`config.mk`:
```
export PLATFORM = sky130hd
export DESIGN_NAME = vdec_ctrl_mc_flat
export DESIGN_NICKNAME = d
export VERILOG_FILES = /design/src/rtl/vdec_ctrl_mc_if.sv /design/src/rtl/vdec_ctrl_mc.sv /design/src/flat_wrapper.sv
export SDC_FILE = /design/constraint.sdc
export NUM_CORES = 1
export LEC_CHECK = 0
export BUFFER_PORTS_ARGS = -buffer_cell sky130_fd_sc_hd__buf_2
export CAP_MARGIN = 20
export CORE_MARGIN = 2
export CORE_UTILIZATION = 35
export CTS_CLUSTER_DIAMETER = 100
export DETAILED_ROUTE_END_ITERATION = 8
export GPL_TIMING_DRIVEN = 0
export PLACE_DENSITY = 0.7
export RECOVER_POWER = 50
export SLEW_MARGIN = 0
export SYNTH_ARGS = -nofsm -noshare
export SYNTH_HDL_FRONTEND = slang
export SYNTH_SLANG_ARGS = --single-unit
```
`constraint.sdc`:
```
create_clock -name clk -period 2.53 [get_ports clk]
set_clock_uncertainty 0.2 [all_clocks]
set_input_delay 0.1265 -clock clk [delete_from_list [all_inputs] [get_ports clk]]
set_output_delay 0.1265 -clock clk [all_outputs]
set_load 0.03 [all_outputs]
```
`src/rtl/vdec_ctrl_mc_if.sv`:
```
// vdec_ctrl_mc_if: control bundle between the job scheduler / decoder engines and
// the multi-candidate Viterbi decode controller.
// master: scheduler and engines side. slave: the controller.
interface vdec_ctrl_mc_if #(
  parameter int unsigned IDX_W = 2,
  parameter int unsigned TO_W  = 16
);
  // Scheduler side
  logic             start;
  logic             abort;
  logic [1:0]       mode;
  logic [IDX_W-1:0] crc_num;
  logic [TO_W-1:0]  to_limit;
  logic             busy;
  logic             done;
  logic             fail;
  logic             timeout;
  logic [IDX_W-1:0] match_idx;
  // Engine handshakes
  logic             fwd_start;
  logic             fwd_done;
  logic             bwd_start;
  logic             bwd_done;
  logic             crc_start;
  logic             crc_done;
  logic             crc_match;
  logic [IDX_W-1:0] crc_sel;
  logic             ser_start;
  logic             ser_done;
  logic [2:0]       fsm_out;

  modport master (
    output start, abort, mode, crc_num, to_limit,
    output fwd_done, bwd_done, crc_done, crc_match, ser_done,
    input  busy, done, fail, timeout, match_idx,
    input  fwd_start, bwd_start, crc_start, crc_sel, ser_start, fsm_out
  );

  modport slave (
    input  start, abort, mode, crc_num, to_limit,
    input  fwd_done, bwd_done, crc_done, crc_match, ser_done,
    output busy, done, fail, timeout, match_idx,
    output fwd_start, bwd_start, crc_start, crc_sel, ser_start, fsm_out
  );
endinterface

```
`src/rtl/vdec_ctrl_mc.sv`:
```
// vdec_ctrl_mc: sequences forward, traceback, CRC (up to NUM_CRC candidate masks)
// and SER engines for one decode job, with abort and fail/match status.
// Optional per-stage watchdog enabled by defining VDEC_CTRL_WDOG_EN.
module vdec_ctrl_mc #(
  parameter int unsigned NUM_CRC = 4,
  parameter int unsigned IDX_W   = 2,
  parameter int unsigned TO_W    = 16
) (
  input logic           clk,
  input logic           rst,
  vdec_ctrl_mc_if.slave bus
);

  typedef enum logic [2:0] {
    StIdle   = 3'd0,
    StFwd    = 3'd1,
    StBwd    = 3'd2,
    StCrc    = 3'd3,
    StSer    = 3'd4,
    StFinish = 3'd5
  } state_e;

  localparam logic [IDX_W-1:0] LastIdx = IDX_W'(NUM_CRC - 1);

  state_e           state_q, state_d;
  logic [1:0]       mode_q;
  logic [IDX_W-1:0] limit_q, limit_d;
  logic [IDX_W-1:0] crc_sel_q;
  logic [IDX_W-1:0] match_q;
  logic             fail_q, to_q;
  logic             fwd_start_q, bwd_start_q, crc_start_q, ser_start_q;

  logic accept;      // start taken in IDLE
  logic retry;       // CRC miss with candidates left
  logic entering;    // state entry this cycle, CRC retry counts as re-entry
  logic set_fail, set_to, set_match;
  logic wdog_hit;

  // Last candidate index for the job; only multi-candidate mode uses more than one.
  always_comb begin
    limit_d = '0;
    if (bus.mode == 2'b10) begin
      if (32'(bus.crc_num) >= NUM_CRC) begin
        limit_d = LastIdx;
      end else begin
        limit_d = bus.crc_num;
      end
    end
  end

  // Next-state and status-event decode; abort beats done, done beats the watchdog.
  always_comb begin
    state_d   = state_q;
    accept    = 1'b0;
    retry     = 1'b0;
    set_fail  = 1'b0;
    set_to    = 1'b0;
    set_match = 1'b0;
    case (state_q)
      StIdle: begin
        if (bus.start) begin
          state_d = StFwd;
          accept  = 1'b1;
        end
      end
      StFwd: begin
        if (bus.abort) begin
          state_d  = StFinish;
          set_fail = 1'b1;
        end else if (bus.fwd_done) begin
          state_d = StBwd;
        end else if (wdog_hit) begin
          state_d  = StFinish;
          set_fail = 1'b1;
          set_to   = 1'b1;
        end
      end
      StBwd: begin
        if (bus.abort) begin
          state_d  = StFinish;
          set_fail = 1'b1;
        end else if (bus.bwd_done) begin
          state_d = (mode_q == 2'b00) ? StSer : StCrc;
        end else if (wdog_hit) begin
          state_d  = StFinish;
          set_fail = 1'b1;
          set_to   = 1'b1;
        end
      end
      StCrc: begin
        if (bus.abort) begin
          state_d  = StFinish;
          set_fail = 1'b1;
        end else if (bus.crc_done) begin
          if (bus.crc_match) begin
            set_match = 1'b1;
            state_d   = (mode_q == 2'b11) ? StFinish : StSer;
          end else if (crc_sel_q < limit_q) begin
            retry = 1'b1;
          end else begin
            state_d  = StFinish;
            set_fail = 1'b1;
          end
        end else if (wdog_hit) begin
          state_d  = StFinish;
          set_fail = 1'b1;
          set_to   = 1'b1;
        end
      end
      StSer: begin
        if (bus.abort) begin
          state_d  = StFinish;
          set_fail = 1'b1;
        end else if (bus.ser_done) begin
          state_d = StFinish;
        end else if (wdog_hit) begin
          state_d  = StFinish;
          set_fail = 1'b1;
          set_to   = 1'b1;
        end
      end
      StFinish: state_d = StIdle;
      default:  state_d = StIdle;
    endcase
  end

  assign entering = (state_d != state_q) | retry;

  // State register.
  always_ff @(posedge clk or posedge rst) begin
    if (rst) begin
      state_q <= StIdle;
    end else begin
      state_q <= state_d;
    end
  end

  // Job configuration latched on start accept.
  always_ff @(posedge clk or posedge rst) begin
    if (rst) begin
      mode_q  <= 2'b00;
      limit_q <= '0;
    end else if (accept) begin
      mode_q  <= bus.mode;
      limit_q <= limit_d;
    end
  end

  // Candidate index: cleared on accept and CRC entry, stepped per retry, held otherwise.
  always_ff @(posedge clk or posedge rst) begin
    if (rst) begin
      crc_sel_q <= '0;
    end else if (accept) begin
      crc_sel_q <= '0;
    end else if (retry) begin
      crc_sel_q <= crc_sel_q + IDX_W'(1);
    end else if (state_q == StBwd && state_d == StCrc) begin
      crc_sel_q <= '0;
    end
  end

  // Status: cleared on accept, set by terminating events, held until the next job.
  always_ff @(posedge clk or posedge rst) begin
    if (rst) begin
      fail_q  <= 1'b0;
      to_q    <= 1'b0;
      match_q <= '0;
    end else if (accept) begin
      fail_q  <= 1'b0;
      to_q    <= 1'b0;
      match_q <= '0;
    end else begin
      if (set_fail) begin
        fail_q <= 1'b1;
      end
      if (set_to) begin
        to_q <= 1'b1;
      end
      if (set_match) begin
        match_q <= crc_sel_q;
      end
    end
  end

  // Engine start pulses: one cycle, high in the first cycle of the entered state.
  always_ff @(posedge clk or posedge rst) begin
    if (rst) begin
      fwd_start_q <= 1'b0;
      bwd_start_q <= 1'b0;
      crc_start_q <= 1'b0;
      ser_start_q <= 1'b0;
    end else begin
      fwd_start_q <= entering && (state_d == StFwd);
      bwd_start_q <= entering && (state_d == StBwd);
      crc_start_q <= entering && (state_d == StCrc);
      ser_start_q <= entering && (state_d == StSer);
    end
  end

`ifdef VDEC_CTRL_WDOG_EN
  logic [TO_W-1:0] wdog_q;
  logic            active;

  assign active   = (state_q == StFwd) || (state_q == StBwd) ||
                    (state_q == StCrc) || (state_q == StSer);
  assign wdog_hit = active && (bus.to_limit != '0) && (wdog_q == bus.to_limit);

  // Per-stage cycle counter, restarted on every entry including CRC retries.
  always_ff @(posedge clk or posedge rst) begin
    if (rst) begin
      wdog_q <= '0;
    end else if (entering) begin
      wdog_q <= '0;
    end else if (active) begin
      wdog_q <= wdog_q + TO_W'(1);
    end
  end
`else
  logic unused_to_limit;

  assign wdog_hit        = 1'b0;
  assign unused_to_limit = ^bus.to_limit;
`endif

  assign bus.busy      = (state_q != StIdle);
  assign bus.done      = (state_q == StFinish);
  assign bus.fail      = fail_q;
  assign bus.timeout   = to_q;
  assign bus.match_idx = match_q;
  assign bus.fwd_start = fwd_start_q;
  assign bus.bwd_start = bwd_start_q;
  assign bus.crc_start = crc_start_q;
  assign bus.ser_start = ser_start_q;
  assign bus.crc_sel   = crc_sel_q;
  assign bus.fsm_out   = state_q;

endmodule

```
`src/flat_wrapper.sv`:
```
// flat-port wrapper written by rule: the top's interface ports become plain ports
module vdec_ctrl_mc_flat 
#(
  parameter int unsigned NUM_CRC = 4,
  parameter int unsigned IDX_W   = 2,
  parameter int unsigned TO_W    = 16
)
  (clk, rst, bus_start, bus_abort, bus_mode, bus_crc_num, bus_to_limit, bus_fwd_done, bus_bwd_done, bus_crc_done, bus_crc_match, bus_ser_done, bus_busy, bus_done, bus_fail, bus_timeout, bus_match_idx, bus_fwd_start, bus_bwd_start, bus_crc_start, bus_crc_sel, bus_ser_start, bus_fsm_out);
  vdec_ctrl_mc_if #(.IDX_W(IDX_W), .TO_W(TO_W)) bus_i ();
  input logic clk;
  input logic rst;
  input wire logic [$bits(bus_i.start)-1:0] bus_start;
  input wire logic [$bits(bus_i.abort)-1:0] bus_abort;
  input wire logic [$bits(bus_i.mode)-1:0] bus_mode;
  input wire logic [$bits(bus_i.crc_num)-1:0] bus_crc_num;
  input wire logic [$bits(bus_i.to_limit)-1:0] bus_to_limit;
  input wire logic [$bits(bus_i.fwd_done)-1:0] bus_fwd_done;
  input wire logic [$bits(bus_i.bwd_done)-1:0] bus_bwd_done;
  input wire logic [$bits(bus_i.crc_done)-1:0] bus_crc_done;
  input wire logic [$bits(bus_i.crc_match)-1:0] bus_crc_match;
  input wire logic [$bits(bus_i.ser_done)-1:0] bus_ser_done;
  output wire logic [$bits(bus_i.busy)-1:0] bus_busy;
  output wire logic [$bits(bus_i.done)-1:0] bus_done;
  output wire logic [$bits(bus_i.fail)-1:0] bus_fail;
  output wire logic [$bits(bus_i.timeout)-1:0] bus_timeout;
  output wire logic [$bits(bus_i.match_idx)-1:0] bus_match_idx;
  output wire logic [$bits(bus_i.fwd_start)-1:0] bus_fwd_start;
  output wire logic [$bits(bus_i.bwd_start)-1:0] bus_bwd_start;
  output wire logic [$bits(bus_i.crc_start)-1:0] bus_crc_start;
  output wire logic [$bits(bus_i.crc_sel)-1:0] bus_crc_sel;
  output wire logic [$bits(bus_i.ser_start)-1:0] bus_ser_start;
  output wire logic [$bits(bus_i.fsm_out)-1:0] bus_fsm_out;
  assign bus_i.start = bus_start;
  assign bus_i.abort = bus_abort;
  assign bus_i.mode = bus_mode;
  assign bus_i.crc_num = bus_crc_num;
  assign bus_i.to_limit = bus_to_limit;
  assign bus_i.fwd_done = bus_fwd_done;
  assign bus_i.bwd_done = bus_bwd_done;
  assign bus_i.crc_done = bus_crc_done;
  assign bus_i.crc_match = bus_crc_match;
  assign bus_i.ser_done = bus_ser_done;
  assign bus_busy = bus_i.busy;
  assign bus_done = bus_i.done;
  assign bus_fail = bus_i.fail;
  assign bus_timeout = bus_i.timeout;
  assign bus_match_idx = bus_i.match_idx;
  assign bus_fwd_start = bus_i.fwd_start;
  assign bus_bwd_start = bus_i.bwd_start;
  assign bus_crc_start = bus_i.crc_start;
  assign bus_crc_sel = bus_i.crc_sel;
  assign bus_ser_start = bus_i.ser_start;
  assign bus_fsm_out = bus_i.fsm_out;
  vdec_ctrl_mc #(.NUM_CRC(NUM_CRC), .IDX_W(IDX_W), .TO_W(TO_W)) u_core (.clk(clk), .rst(rst), .bus(bus_i));
endmodule
```
==> results of run 1 <==
-- worst paths after layout --
kind	from	to	slack, ns	cells past startpoint
max in group asynchronous	rst	u_core.bus.fsm_out[0]$_DFF_PP0_	1.48	3
min in group asynchronous	rst	u_core.limit_q[1]$_DFFE_PP0P_	0.24	3
setup reg to reg	u_core.bus.crc_sel[1]$_DFFE_PP0P_	u_core.bus.fsm_out[1]$_DFF_PP0_	0.12	5
hold / removal	bus_bwd_done	u_core.bus.crc_start$_DFF_PP0_	0.07	4
hold reg to reg	u_core.mode_q[0]$_DFFE_PP0P_	u_core.mode_q[0]$_DFFE_PP0P_	0.33	2
setup / recovery	u_core.bus.crc_sel[1]$_DFFE_PP0P_	u_core.bus.fsm_out[1]$_DFF_PP0_	0.12	5
-- Yosys cell counts (2+ instances only) --
| cell | count |
|---|---|
| dfrtp_1 | 16 |
| nand2_1 | 11 |
| nor2_1 | 5 |
| inv_1 | 4 |
| mux2i_1 | 4 |
| nand3_1 | 4 |
| clkbuf_1 | 3 |
| o21ai_0 | 3 |
| a21o_1 | 2 |
| a21oi_1 | 2 |
| a31o_2 | 2 |
| a31oi_1 | 2 |
| and3_1 | 2 |
| nand2b_1 | 2 |
| nor2b_1 | 2 |
| or2_1 | 2 |
-- report_power, final --
part,internal [mW],switching (mW)
sequential,0.326,0.0573
combinational,0.200,0.358
clock,0.0876,0.0826
total,0.614,0.497
-- logic make-up after synthesis --
logic type / count (synthesis) / synth area share
mux: 4 / 0.0453
simple gates: 39 / 0.246
flops: 16 / 0.453
buf+inv: 10 / 0.0481
compound gates: 22 / 0.188
fa+ha+maj: 1 / 0.0142
other cells: 1 / 0.00425
-- flip-flops by register name (all words and copies together), names as in the netlist --
| name | flops |
|---|---|
| u_core.bus.fsm_out | 3 |
| u_core.bus.crc_sel | 2 |
| u_core.bus.match_idx | 2 |
| u_core.limit_q | 2 |
| u_core.mode_q | 2 |
| u_core.bus.bwd_start | 1 |
| u_core.bus.crc_start | 1 |
| u_core.bus.fail | 1 |
| u_core.bus.fwd_start | 1 |
| u_core.bus.ser_start | 1 |
-- per-layer routing --
metal  track usage  vias to the layer above  share of wire
met5             0                        -              0
met3        0.0246                        2          0.058
met1         0.184                      393           0.44
met4        0.0750                        0         0.0057
li1              -                      410              -
met2         0.243                       24           0.50
-- layout make-up --
| cell class | count | area share |
|---|---|---|
| Clock buffer | 4 | 0.0315 |
| Tap cell | 30 | 0.0325 |
| Inverter | 5 | 0.0163 |
| Buffer | 5 | 0.0206 |
| Multi-Input combinational cell | 67 | 0.382 |
| Timing Repair Buffer | 33 | 0.170 |
| Sequential cell | 16 | 0.347 |
-- worst max-delay path: stages (launching register included) --
cell and delay (ns):
dfrtp_1 0.45, ha_1 0.33, a211o_1 0.33, a311o_1 0.39, a21boi_2 0.11, dlygate4sd3_1 0.55
-- metrics by stage --
stage               hold slack (ns)  cell area (um^2)   util  total power [mW]  setup slack [ns]
global route                 0.0786              1150  0.474              1.18            0.0486
detailed placement           0.0400              1050  0.430             0.935             0.591
floorplan                    -0.160               883      -             0.791             0.576
global placement             0.0145              1050  0.430             0.916             0.593
CTS                          0.0603              1160  0.478              1.12             0.134
finish                       0.0667              1150  0.474              1.11             0.124
==> qor.yml, run 1 <==
logic_synthesis:
  synth-edff-count: 0
  avgSynthCellArea_um2: 9.50
  yosysWarnings: 0
  synth_nets: 123
  yosys.area.top_type: "dfrtp_1"
  synth_cell_types: 43
  synth_area_leaders: "dfrtp_1 45%, nand2_1 4.7%, mux2i_1 4.5%"
  async_flop_share: 1.00
  synth_top_cell_area_share: 0.453
  syn_inst: 93
  synth-main-ff-cell: "dfrtp_1"
  yosysSeqAreaShare: 0.453
  ys_seq_elements: 16
  syn-cell-area_um2: 883
cts:
  cts_tree: "built"
  post_cts_buffers: 0
  cts_resized: 0
  insertion_delay_ns: 0.29
  clk_pin_slew_ns: 0.10
  cts_made_buffers: 3
  cts-root-buf: "clkbuf_4"
  cts.sink_count: 16
  hold_buffers: 8
  cts-htree-levels: 1
  cts_buffer_depth: 2
cells_and_area:
  final_cell_mix: "19 x buf_2, 16 x dfrtp_1, 11 x nand2_1, 10 x clkbuf_1, 8 x dlygate4sd3_1"
  final_common_cell: "buf_2"
  ff_latch_area_um2: 400
  nFillCells: 259
  n_antenna_cell: 0
  drive_gt1_frac: 0.223
  multi_input_area_um2: 440
  area_growth_pct: 30.6
  nNetsFinal: 161
  final_cells: 160
setup_path:
  end_kind: "flip-flop"
  cp_max_fo: 6
  critical_path.startpoint_type: "flip-flop"
  critPathArrivalTime_ns: 2.44
  critPathKind: "flip-flop to flip-flop"
  crit_required_ns: 2.56
power:
  powerDensity_nw_per_um2: 963
  ir_drop_mv: 0.449
  leakage_nw: 0.559
placed_design:
  place_hpwl_mm: 1.55
  routabilityCongestion: 0.857
  port_buffers: 25
  numPlacedInstances: 148
job:
  maxCapViolations: 0
routing:
  drc: 0
  drt_iter0_markers: 17
  drt_wl_total_mm: 2.10
  via_per_inst: 5.18
  wl_per_cell_um: 13.1
  final_antenna_net_count: 0
  firstDrtPassIters: 4
  dr_total_vias: 829
sta:
  finalHoldViolations: 0
  slew_violations: 0
  clock.fmax_mhz: 416
  post-route-period-util: 0.951
  finalSetupViolations: 0
  worstMarginPinSlew_ns: 0.622
  finalSetupTns_ns: 0
  period_minus_slack_ns: 2.41
  rsz0062_at_grt: "false"
  relSlewSlack: 0.585
global_route:
  grt_antenna_before_repair: 0
  grt_max_degree: 17
  grt.overflow.total: 0
  grt_pass1_vias: 734
  grt_pass1_wl_mm: 3.07
  grt_usage: 0.147
floorplanning:
  ioPinCount: 44
  die_h_um: 54.2
  fp.dieW_um: 54.2
  rows: 18
  core_um2: 2430
  initial_core_util: 0.363
  dieArea_um2: 2940
outcome:
  status: "finished, final reports clean"
worst_hold_path:
  min_path_type: "primary input to flip-flop"
(Power assumes the default switching activity.)
==> inputs of run 2 (changes only) <==
--- a/config.mk
+++ b/config.mk
@@ -8,11 +8,11 @@
 export BUFFER_PORTS_ARGS = -buffer_cell sky130_fd_sc_hd__buf_2
 export CAP_MARGIN = 20
 export CORE_MARGIN = 2
-export CORE_UTILIZATION = 35
+export CORE_UTILIZATION = 44
 export CTS_CLUSTER_DIAMETER = 100
 export DETAILED_ROUTE_END_ITERATION = 8
 export GPL_TIMING_DRIVEN = 0
-export PLACE_DENSITY = 0.7
+export PLACE_DENSITY = 0.83
 export RECOVER_POWER = 50
 export SLEW_MARGIN = 0
 export SYNTH_ARGS = -nofsm -noshare
==> run 2 against run 1 <==
  * Via count rose by 0.36%
  * Sequential power barely moved
  * Fmax rose by 18%
  * Core utilization rose by 12 points
  * Clock power barely moved
  * Die area fell by 19%
  * Design area fell by 0.33%
  * Setup slack improved by 0.37 ns
  * Largest cell class unchanged
==> qor.yml, run 2 (same netlist as run 1, synthesis figures left out) <==
outcome:
  status: "finished, final reports clean"
sta:
  post-route-period-util: 0.803
  clock.fmax_mhz: 492
  finalSetupTns_ns: 0
  finalSetupViolations: 0
  layout_setup_ws_ns: 0.499
  worstMarginPinSlew_ns: 0.610
  rsz0062_at_grt: "false"
  period_minus_slack_ns: 2.03
  slew_violations: 0
  finalHoldViolations: 0
  relSlewSlack: 0.593
cells_and_area:
  largest_reg_flops: 3
  final_common_cell: "buf_2"
  n_antenna_cell: 0
  nNetsFinal: 161
  final_cell_mix: "19 x buf_2, 16 x dfrtp_1, 11 x nand2_1, 10 x clkbuf_1, 8 x dlygate4sd3_1"
  drive_gt1_frac: 0.223
  area_growth_pct: 30.2
cts:
  cts.sink_count: 16
  insertion_delay_ns: 0.29
  cts-root-buf: "clkbuf_4"
  cts_resized: 0
  cts-htree-levels: 1
  clk_pin_slew_ns: 0.09
  cts_made_buffers: 3
  cts_buffer_depth: 2
  cts_tree: "built"
setup_path:
  end_kind: "flip-flop"
  critical_path.startpoint_type: "flip-flop"
  cp_top_family: "compound AO/OA/AOI/OAI gates"
  crit_slowest_cell: "dfrtp_1"
  rrSetupSlack_ns: 0.50
  path_buf_inv: 0
  path_cells: "ha_1 > a211o_1 > a222oi_1 > mux2i_1"
  cpPeakStageDelay_ns: 0.44
  critPathArrivalTime_ns: 1.99
  crit_required_ns: 2.49
  cp_max_fo: 6
  critPathKind: "flip-flop to flip-flop"
floorplanning:
  core_um2: 1920
  dieArea_um2: 2380
  die_h_um: 48.8
  rows: 16
  fp.dieW_um: 48.8
  ioPinCount: 44
  initial_core_util: 0.460
worst_hold_path:
  min_path_type: "primary input to flip-flop"
job:
  maxCapViolations: 0
routing:
  drt_iter0_markers: 26
  final_antenna_net_count: 0
  drc: 0
  drt_wl_total_mm: 2.08
  via_per_inst: 5.30
  firstDrtPassIters: 4
  wl_per_cell_um: 13.2
  dr_total_vias: 832
placed_design:
  port_buffers: 25
  routabilityCongestion: 0.871
  place_hpwl_mm: 1.41
  dp_worst_setup_slack_ns: 0.583
global_route:
  grt_usage: 0.199
  grt.overflow.total: 0
  grt_pass1_wl_mm: 3.70
  grt_max_degree: 17
  grt_antenna_before_repair: 0
  grt_pass1_vias: 858
power:
  ir_drop_mv: 0.547
  powerDensity_nw_per_um2: 967
  leakage_nw: 0.554
-- run 2: cell counts in the layout (fill, tap and decap cells not counted) --
Identical to the previous run, type by type.
-- run 2: power breakdown --
part | switching [mW] | internal (mW)
logic | 0.363 | 0.199
registers | 0.0541 | 0.326
clock network | 0.0827 | 0.0878
-- run 2: worst min-delay path, stage by stage --
cell,delay (ns)
buf_2,0.12
inv_1,0.05
a31oi_1,0.14
o31ai_1,0.08
-- run 2: layer usage --
metal | routed length (um) | up-vias | track usage
met5 | 0 | - | 0
met4 | 53 | 0 | 0.100
met3 | 82 | 7 | 0.0276
met2 | 1040 | 29 | 0.340
met1 | 900 | 388 | 0.246
li1 | - | 408 | -
-- run 2: final cells by class --
class | instances | area, um^2
tap | 27 | 33.8
buffer | 5 | 23.8
multi-input combinational | 67 | 440
fill | 188 | 772
clock buffer | 4 | 36.3
timing repair buffer | 33 | 196
sequential | 16 | 400
inverter | 5 | 18.8
-- run 2: repair_timing --
action / CTS / global route
setup endpoints to repair: 0 / 0
hold endpoints to repair: 23 / 0
hold buffers: 8 / 0
buffers inserted: 0 / 0
-- run 2: path summary, 6_finish.rpt --
kind | from | endpoint | cells past startpoint
max | u_core.bus.crc_sel[1]$_DFFE_PP0P_ | u_core.bus.fsm_out[2]$_DFF_PP0_ | 4
min reg2reg | u_core.mode_q[0]$_DFFE_PP0P_ | u_core.mode_q[0]$_DFFE_PP0P_ | 2
min | bus_crc_match | u_core.bus.fail$_DFFE_PP0P_ | 4
min in group asynchronous | rst | u_core.limit_q[0]$_DFFE_PP0P_ | 3
max in group asynchronous | rst | u_core.bus.fsm_out[2]$_DFF_PP0_ | 3
max reg2reg | u_core.bus.crc_sel[1]$_DFFE_PP0P_ | u_core.bus.fsm_out[2]$_DFF_PP0_ | 4
-- run 2: per-stage QoR --
stage	power [mW]	hold WS, ns	cell area (um^2)	util	instances
2_1_floorplan	0.791	-0.160	883	-	93
3_3_place_gp	0.910	0.00980	1040	0.542	145
3_5_place_dp	0.929	0.0324	1040	0.542	145
4_1_cts	1.11	0.0451	1160	0.603	157
5_1_grt	1.19	0.0811	1150	0.598	157
6_report	1.11	0.0556	1150	0.598	157
